## config.mk

```make
export PLATFORM = sky130hd
export DESIGN_NAME = adc_frame_sender
export DESIGN_NICKNAME = d
export VERILOG_FILES = /design/src/rtl/adc_frame_sender.sv
export SDC_FILE = /design/constraint.sdc
export NUM_CORES = 1
export LEC_CHECK = 0
export BUFFER_PORTS_ARGS = -buffer_cell sky130_fd_sc_hd__buf_2
export CORE_UTILIZATION = 28
export DETAILED_ROUTE_END_ITERATION = 12
export MAX_ROUTING_LAYER = met4
export PLACE_DENSITY_LB_ADDON = 0.25
export SLEW_MARGIN = 5
export SYNTH_ARGS = -nofsm -noshare
export SYNTH_HDL_FRONTEND = slang
export SYNTH_SLANG_ARGS = --single-unit
```

## constraint.sdc

```tcl
create_clock -name Clk -period 2.75 [get_ports Clk]
set_input_delay 0.275 -clock Clk [delete_from_list [all_inputs] [get_ports Clk]]
set_output_delay 0.275 -clock Clk [all_outputs]
set_load 0.02 [all_outputs]
```

## src/rtl/adc_frame_sender.sv

```systemverilog
// Drains the channel-0 capture FIFO into a framed byte stream (A5 5A id, samples,
// count, checksum) over a valid/ready link, then pulses ADC0_bg to re-arm capture.
module adc_frame_sender #(
    parameter logic [7:0] CH_ID       = 8'h00,
    parameter int         MAX_SAMPLES = 4096
) (
    input  logic       Clk,
    input  logic       Reset_n,
    input  logic       ADC0_end,
    input  logic       empty,
    input  logic [9:0] ADC0_F_O_Data,
    input  logic       send_en,
    input  logic       tx_ready,
    output logic       rdreq,
    output logic       ADC0_bg,
    output logic [7:0] tx_data,
    output logic       tx_valid,
    output logic       busy
);

    typedef enum logic [3:0] {
        IDLE, HDR, RD, LAT, SND_H, SND_L, CNT, CKS, DRAIN, REARM
    } state_t;

    localparam logic [12:0] MAX_CNT = 13'(MAX_SAMPLES);

    state_t      state;
    logic [1:0]  hdr_idx;
    logic        cnt_lo;
    logic        tail_done;
    logic [12:0] cnt;
    logic [7:0]  cks;
    logic [7:0]  sample_lo;
    logic        xfer;
    logic [7:0]  cks_next;
    logic [15:0] count_word;

    assign xfer       = tx_valid && tx_ready;
    assign cks_next   = cks + tx_data;
    assign count_word = {3'b000, cnt};

    // rdreq follows the live empty flag so a read is never issued on an empty FIFO
    always_comb begin
        rdreq = 1'b0;
        case (state)
            RD:      rdreq = !empty && (cnt != MAX_CNT);
            DRAIN:   rdreq = !empty;
            default: rdreq = 1'b0;
        endcase
    end

    always_ff @(posedge Clk or negedge Reset_n) begin
        if (!Reset_n) begin
            state     <= IDLE;
            hdr_idx   <= 2'd0;
            cnt_lo    <= 1'b0;
            tail_done <= 1'b0;
            cnt       <= 13'd0;
            cks       <= 8'h00;
            sample_lo <= 8'h00;
            tx_data   <= 8'h00;
            tx_valid  <= 1'b0;
            ADC0_bg   <= 1'b0;
            busy      <= 1'b0;
        end else begin
            ADC0_bg <= 1'b0;
            case (state)
                IDLE: begin
                    if (ADC0_end && send_en) begin
                        state     <= HDR;
                        hdr_idx   <= 2'd0;
                        cnt       <= 13'd0;
                        cks       <= 8'h00;
                        tail_done <= 1'b0;
                        tx_data   <= 8'hA5;
                        tx_valid  <= 1'b1;
                        busy      <= 1'b1;
                    end
                end
                HDR: begin
                    if (xfer) begin
                        hdr_idx <= hdr_idx + 2'd1;
                        case (hdr_idx)
                            2'd0:    tx_data <= 8'h5A;
                            2'd1:    tx_data <= CH_ID;
                            default: begin
                                cks      <= cks_next;
                                tx_valid <= 1'b0;
                                state    <= RD;
                            end
                        endcase
                    end
                end
                RD: begin
                    if (empty) begin
                        state    <= CNT;
                        cnt_lo   <= 1'b0;
                        tx_data  <= count_word[15:8];
                        tx_valid <= 1'b1;
                    end else if (cnt == MAX_CNT) begin
                        state <= DRAIN;
                    end else begin
                        state <= LAT;
                    end
                end
                LAT: begin
                    // high byte goes out straight from the FIFO word; low byte is held
                    sample_lo <= ADC0_F_O_Data[7:0];
                    tx_data   <= {6'b000000, ADC0_F_O_Data[9:8]};
                    tx_valid  <= 1'b1;
                    state     <= SND_H;
                end
                SND_H: begin
                    if (xfer) begin
                        cks     <= cks_next;
                        tx_data <= sample_lo;
                        state   <= SND_L;
                    end
                end
                SND_L: begin
                    if (xfer) begin
                        cks      <= cks_next;
                        cnt      <= cnt + 13'd1;
                        tx_valid <= 1'b0;
                        state    <= RD;
                    end
                end
                CNT: begin
                    if (xfer) begin
                        cks <= cks_next;
                        if (!cnt_lo) begin
                            cnt_lo  <= 1'b1;
                            tx_data <= count_word[7:0];
                        end else begin
                            tx_data <= cks_next;
                            state   <= CKS;
                        end
                    end
                end
                CKS: begin
                    if (xfer) begin
                        tx_valid  <= 1'b0;
                        tail_done <= 1'b1;
                        if (empty) begin
                            ADC0_bg <= 1'b1;
                            state   <= REARM;
                        end else begin
                            state <= DRAIN;
                        end
                    end
                end
                DRAIN: begin
                    // an overflowing frame drains first and sends its trailer afterwards
                    if (empty) begin
                        if (tail_done) begin
                            ADC0_bg <= 1'b1;
                            state   <= REARM;
                        end else begin
                            state    <= CNT;
                            cnt_lo   <= 1'b0;
                            tx_data  <= count_word[15:8];
                            tx_valid <= 1'b1;
                        end
                    end
                end
                REARM: begin
                    busy  <= 1'b0;
                    state <= IDLE;
                end
                default: state <= IDLE;
            endcase
        end
    end

endmodule

```

# ---- Yosys cells after proc, flatten, opt, wreduce, memory -nomap -nowiden
# Index checks and enable logic that the tools add are counted.
dict set report op_classes {
  n_addsub 3
  n_eq_ne 26
  n_mux 57
  reduce_logical 26
}
# cell count
set op_table {}
lappend op_table {{$mux 8} 12}
lappend op_table {{$pmux 8 s7} 1}
lappend op_table {{$mux 4} 12}
lappend op_table {{$pmux 4 s9} 1}
lappend op_table {{$mux 13} 2}
lappend op_table {{$pmux 13 s2} 1}
lappend op_table {{$pmux 8 s3} 1}
lappend op_table {{$ne 2x2->1 const B} 11}
lappend op_table {{$reduce_and 9->1} 2}
lappend op_table {{$mux 1} 17}
lappend op_table {{$eq 4x3->1 const B} 4}
lappend op_table {{$pmux 8 s2} 1}
lappend op_table {{$add 13x1->13 const B} 1}
lappend op_table {{$eq 13x13->1 const B} 1}
lappend op_table {{$ne 13x13->1 const B} 1}
lappend op_table {{$reduce_and 5->1} 2}
lappend op_table {{$reduce_and 3->1} 3}
lappend op_table {{$add 8x8->8} 1}
lappend op_table {{$eq 4x2->1 const B} 2}
lappend op_table {{$eq 4x4->1 const B} 2}
lappend op_table {{$pmux 1 s2} 4}
lappend op_table {{$reduce_and 8->1} 1}
lappend op_table {{$reduce_bool 2->1} 4}
lappend op_table {{$reduce_bool 7->1} 1}
lappend op_table {{other kinds (18)} 24}
dict set report totals {
  regBits 48
  input_bits 16
  output_inout_bits 12
  elab_cells 123
}

# ---- Longest topological paths before layout
dict set report logic_depth {
  depth_word 5
  ltp_mapped 9
  mapped_depth_nobuf 7
}

# ---- Worst setup path before layout
# Ideal clock, no wire load.
dict set report synth_timing {
  kind {reg2reg}
  from {register tx_data[4]}
  to {register cks[7]}
  setup_time_ns 0.126
  arrival_ns 2.007
  required_time_ns 2.624
  path_slack_ns 0.617
  path_stages_with_launch 6
  n_path_buf 0
  synth_period_minus_slack_ns 2.133
  path_cell_list {dfrtp_1 ha_1 o211ai_1 o22ai_1 o311a_1 a221o_1}
}
dict set report synth_between {
  elab_chain_cells 4
  elab_cells_between_ends 5
  classes_between {1 x add/sub; 4 x mux}
}
# element line_no
set synth_rtl {}
lappend synth_rtl {{start, declared} 16} ;# output logic [7:0] tx_data,
lappend synth_rtl {{start signal, assigned} 98} ;# tx_data <= count_word[15:8];
lappend synth_rtl {{start signal, assigned} 109} ;# tx_data <= {6'b000000, ADC0_F_O_Data[9:8]};
lappend synth_rtl {{start signal, assigned} 116} ;# tx_data <= sample_lo;
lappend synth_rtl {{$add 8x8->8 *} 39} ;# assign cks_next = cks + tx_data;
lappend synth_rtl {{$mux 8} 83} ;# case (hdr_idx)
lappend synth_rtl {{$mux 8} 81} ;# if (xfer) begin
lappend synth_rtl {{$pmux 8 s3 *} 67} ;# case (state)
lappend synth_rtl {{end signal, assigned} 87} ;# cks <= cks_next;
lappend synth_rtl {{end signal, assigned} 115} ;# cks <= cks_next;
lappend synth_rtl {{end signal, assigned} 122} ;# cks <= cks_next;
lappend synth_rtl {{end, declared} 32} ;# logic [7:0] cks;
# Mark *: on every way between the ends. The rest lies on a longest branch, timed or not. The select of a mux whose other input is x is not followed.
# A chain may end at the register's enable or synchronous reset.

# ---- Final worst setup path
dict set report layout_timing {
  from {register state[0]}
  to {register cks[7]}
}
dict set report layout_between {
  elab_chain_cells 4
  elab_cells_between_ends 13
  classes_between {8 x eq/ne; 1 x mux; 4 x reduce/logical}
}
# element line_no
set layout_rtl {}
lappend layout_rtl {{start, declared} 27} ;# state_t state;
lappend layout_rtl {{start signal, assigned} 54} ;# state <= IDLE;
lappend layout_rtl {{start signal, assigned} 70} ;# state <= HDR;
lappend layout_rtl {{start signal, assigned} 89} ;# state <= RD;
lappend layout_rtl {{$eq 4x3->1} 67}
lappend layout_rtl {{$reduce_or 3->1 (no source line)} --}
lappend layout_rtl {{$ne 2x1->1 (no source line) or $reduce_bool 3->1 (tied branches)} --}
lappend layout_rtl {{$reduce_and 5->1 (no source line)} --}
# Parallel ways exist; a longest one is shown, timed or not.

==> key figures <==
Placement
  – Dpl cell area: roughly 0.0036 mm^2
  – Global placer's final weighted congestion: ~0.9
  – Port bufs: 27
  – Final HPWL DP: roughly 6700 um
  – Pre-CTS setup slack: between 300 and 400 ps
  – Placed insts: around 500

Routing
  – First-pass DRT Iterations: 7
  – DR vias/cell: roughly 5.4
  – Post-route DRC: 0
  – 1st-iter DRT viols: 296
  – WL final: slightly below 9000 um
  – ANT nets after route: 0
  – Average wire per standard cell: between 15 and 20 um
  – Vias: around 2800

Setup path
  – Critical-path cell list: nor2_1 > a311oi_1 > or3_1 > nor3_1 > a221o_1
  – Flop2flop setup slack: 380 ps
  – Setup crit start kind: flip-flop
  – Slowest-stage cell, CP: dfrtp_1
  – Worst Path Required: 2920 ps
  – WS Path Type: reg -> reg
  – CP max stage delay: roughly 760 ps
  – Crit path DAT: between 2000 and 3000 ps
  – Crit path max fanout: 21
  – Crit. End Element: flip-flop

Synthesis
  – Yosys reg bits: 48
  – Average cell area after synthesis: roughly 9.4 um^2
  – Post-Syn Area: 0.003263 mm^2
  – Cell variety after synth: a little under 70
  – Main synth FF type: dfrtp_1
  – Syn nets: 374
  – Post-synth EDFFs: 0
  – Register area share after synthesis: 0.3681
  – Post-synthesis async set-or-reset flop share: 1.000
  – Post-Syn Instances: ~350
  – Synth warn: 0

Die
  – Initial core utilization: 0.2870
  – I/O pins: 28
  – Die Height: between 100 and 150 um
  – Core area: roughly 0.011 mm^2
  – Die X: around 110 um
  – Rows: 39
  – Die area: between 0.01 and 0.015 mm^2

Clock tree
  – Clock buffer depth: 2
  – Resized Gates After CTS: 0
  – Post-CTS Repair Setup Buffers: 0
  – CTS tree: yes
  – Total CTS buffers: 5
  – Htree depth: 2
  – Sink Count: 48
  – Worst-path clk slew: approximately 60 ps
  – # hold bufs at CTS: 1
  – Clock latency on the worst-skew pair: 290 ps
  – Clock root cell: clkbuf_16

Timing
  – Fmax: about 420 MHz
  – Post-route minimum period: about 2400 ps
  – RSZ-0062 raised after global routing: no
  – TNS Setup: 0 ps
  – Setup slack after layout: roughly 380 ps
  – Tcrit/Tclk final: 0.8634
  – Slew of the pin with the lowest slew margin: ~650 ps
  – Worst rel slew slack: 0.5643
  – Final setup vio count: 0
  – Slew Viols, Final: 0
  – Hold Violations, Final: 0
  – Worst Skew: approximately 4.3 ps

Outcome
  – Status: completed

Global routing
  – Gr usage total: 0.1638
  – Initial antenna violation count: 0
  – Grt ovf: 0
  – Number of global-route vias before repair: about 2700
  – First-pass GRT wire length: 14720 um
  – Maximum number of pins on one net before global-route repair: 26

Layout
  – Final net count: 405
  – Diode count: 0
  – Non-filler cells, final: 520
  – P&R area growth vs syn: 14.15%
  – Ratio of cells with drive above 1 in the final layout: 0.2069
  – Fillers: roughly 1200
  – Fin area: between 0.003 and 0.004 mm^2

Pwr
  – Peak supply drop: ~0.00044 V
  – Total Power: 4291 uW
  – P_leak: 0.001586 uW
  – Power per Cell Area: 1152 mW/mm^2

Job
  – Total of max-cap violations: 0

Min path
  – Tightest Hold Check Type: in -> reg
[metrics by stage]
| step | hold WS [ps] | utilization |
|---|---|---|
| 5_1_grt | 211.9 | 0.3276 |
| 3_3_place_gp | 287.1 | 0.3146 |
| 3_5_place_dp | 295.0 | 0.3146 |
| 2_1_floorplan | -20.59 | - |
| 6_report | 213.1 | 0.3276 |
| 4_1_cts | 207.7 | 0.3276 |
[cells in the mapped netlist (all sizes together) (3+ instances only)]
| cell type | count | share of area |
|---|---|---|
| a21o | 4 | 0.0092 |
| o22ai | 3 | 0.0058 |
| nand3 | 7 | 0.011 |
| o211ai | 7 | 0.022 |
| o31ai | 6 | 0.014 |
| and3 | 5 | 0.0096 |
| nand2b | 7 | 0.013 |
| ha | 11 | 0.042 |
| a21oi | 16 | 0.025 |
| nor3 | 8 | 0.016 |
| a31oi | 8 | 0.015 |
| xor2 | 6 | 0.016 |
| a211oi | 3 | 0.0069 |
| or3 | 8 | 0.015 |
| inv | 13 | 0.015 |
| o2111ai | 7 | 0.019 |
| nor4b | 3 | 0.0081 |
| xnor2 | 3 | 0.0081 |
| mux2i | 4 | 0.012 |
| buf | 11 | 0.024 |
| mux2 | 20 | 0.069 |
| and4 | 3 | 0.0081 |
| nor2b | 6 | 0.012 |
| o21ai | 21 | 0.032 |
| nand2 | 27 | 0.031 |
| a22o | 3 | 0.0081 |
| nor4 | 4 | 0.012 |
| clkbuf | 7 | 0.0081 |
| or2 | 4 | 0.0077 |
| nor2 | 25 | 0.029 |
| dfrtp | 48 | 0.37 |
[report_power, final]
group	switching (uW)	internal [uW]
logic	1380	1060
registers	307	953
clock network	261	330
total	1940	2350
[worst max-delay path: cells and delay by family (launching register included)]
family,cells,cell delay [ps]
simple gates,3,840
flops,1,760
compound gates,2,650
[sequential cells by signal, indices dropped and copies added (netlist names)]
name,cells
ADC0_bg,1
busy,1
cks,8
cnt,13
cnt_lo,1
hdr_idx,2
sample_lo,8
state,4
tail_done,1
tx_data,8
tx_valid,1
[routing by layer]
layer  wire length, um  vias to the layer above  GRT usage  share of wire
met1              4498                     1359     0.2349           0.51
met4                68                        0    0.05143         0.0077
met5                 0                        -          -              0
met2              3932                       65     0.2344           0.45
li1                  -                     1373          -              -
met3               319                        5    0.02490          0.036
[path summary, 6_finish.rpt]
check	cells after the start	from	endpoint
worst max-delay path	5	state[0]	cks[7]
worst min-delay path	2	ADC0_F_O_Data[3]	sample_lo[3]
worst max register to register	5	state[0]	cks[7]
worst min register to register	2	cks[5]	cks[5]
max in group asynchronous	3	Reset_n	tx_data[2]
min in group asynchronous	2	Reset_n	hdr_idx[0]
[layout make-up]
cell class,instances,area [um^2],share of cell area
Tap cell,143,178.9,0.04804
Inverter,13,48.80,0.01310
Clock buffer,5,125.1,0.03359
Multi-Input combinational cell,267,1908,0.5123
Timing Repair Buffer,42,250.2,0.06718
Sequential cell,48,1201,0.3225
Clock inverter,2,12.51,0.003359
[placed cells by master, fill, tap and decap left out, drive strengths merged, types with 8 or more instances in the layout]
cell type   n
dfrtp      48
buf        41
nand2      27
nor2       25
o21ai      21
mux2       20
a21oi      16
inv        13
ha         11
or3         8
a31oi       8
nor3        8
[cells by family after synthesis]
logic type                 after synthesis  share of synthesized area
and+or+nand+nor                        115                     0.1936
AOI/OAI and AO/OA                      107                     0.2374
DFF                                     48                     0.3681
buffers and inverters                   31                    0.04716
muxes                                   24                    0.08129
adders and majority gates               12                    0.04831
xor gates and xnor gates                 9                    0.02416
No activity file was read; power rests on OpenSTA's default activity.
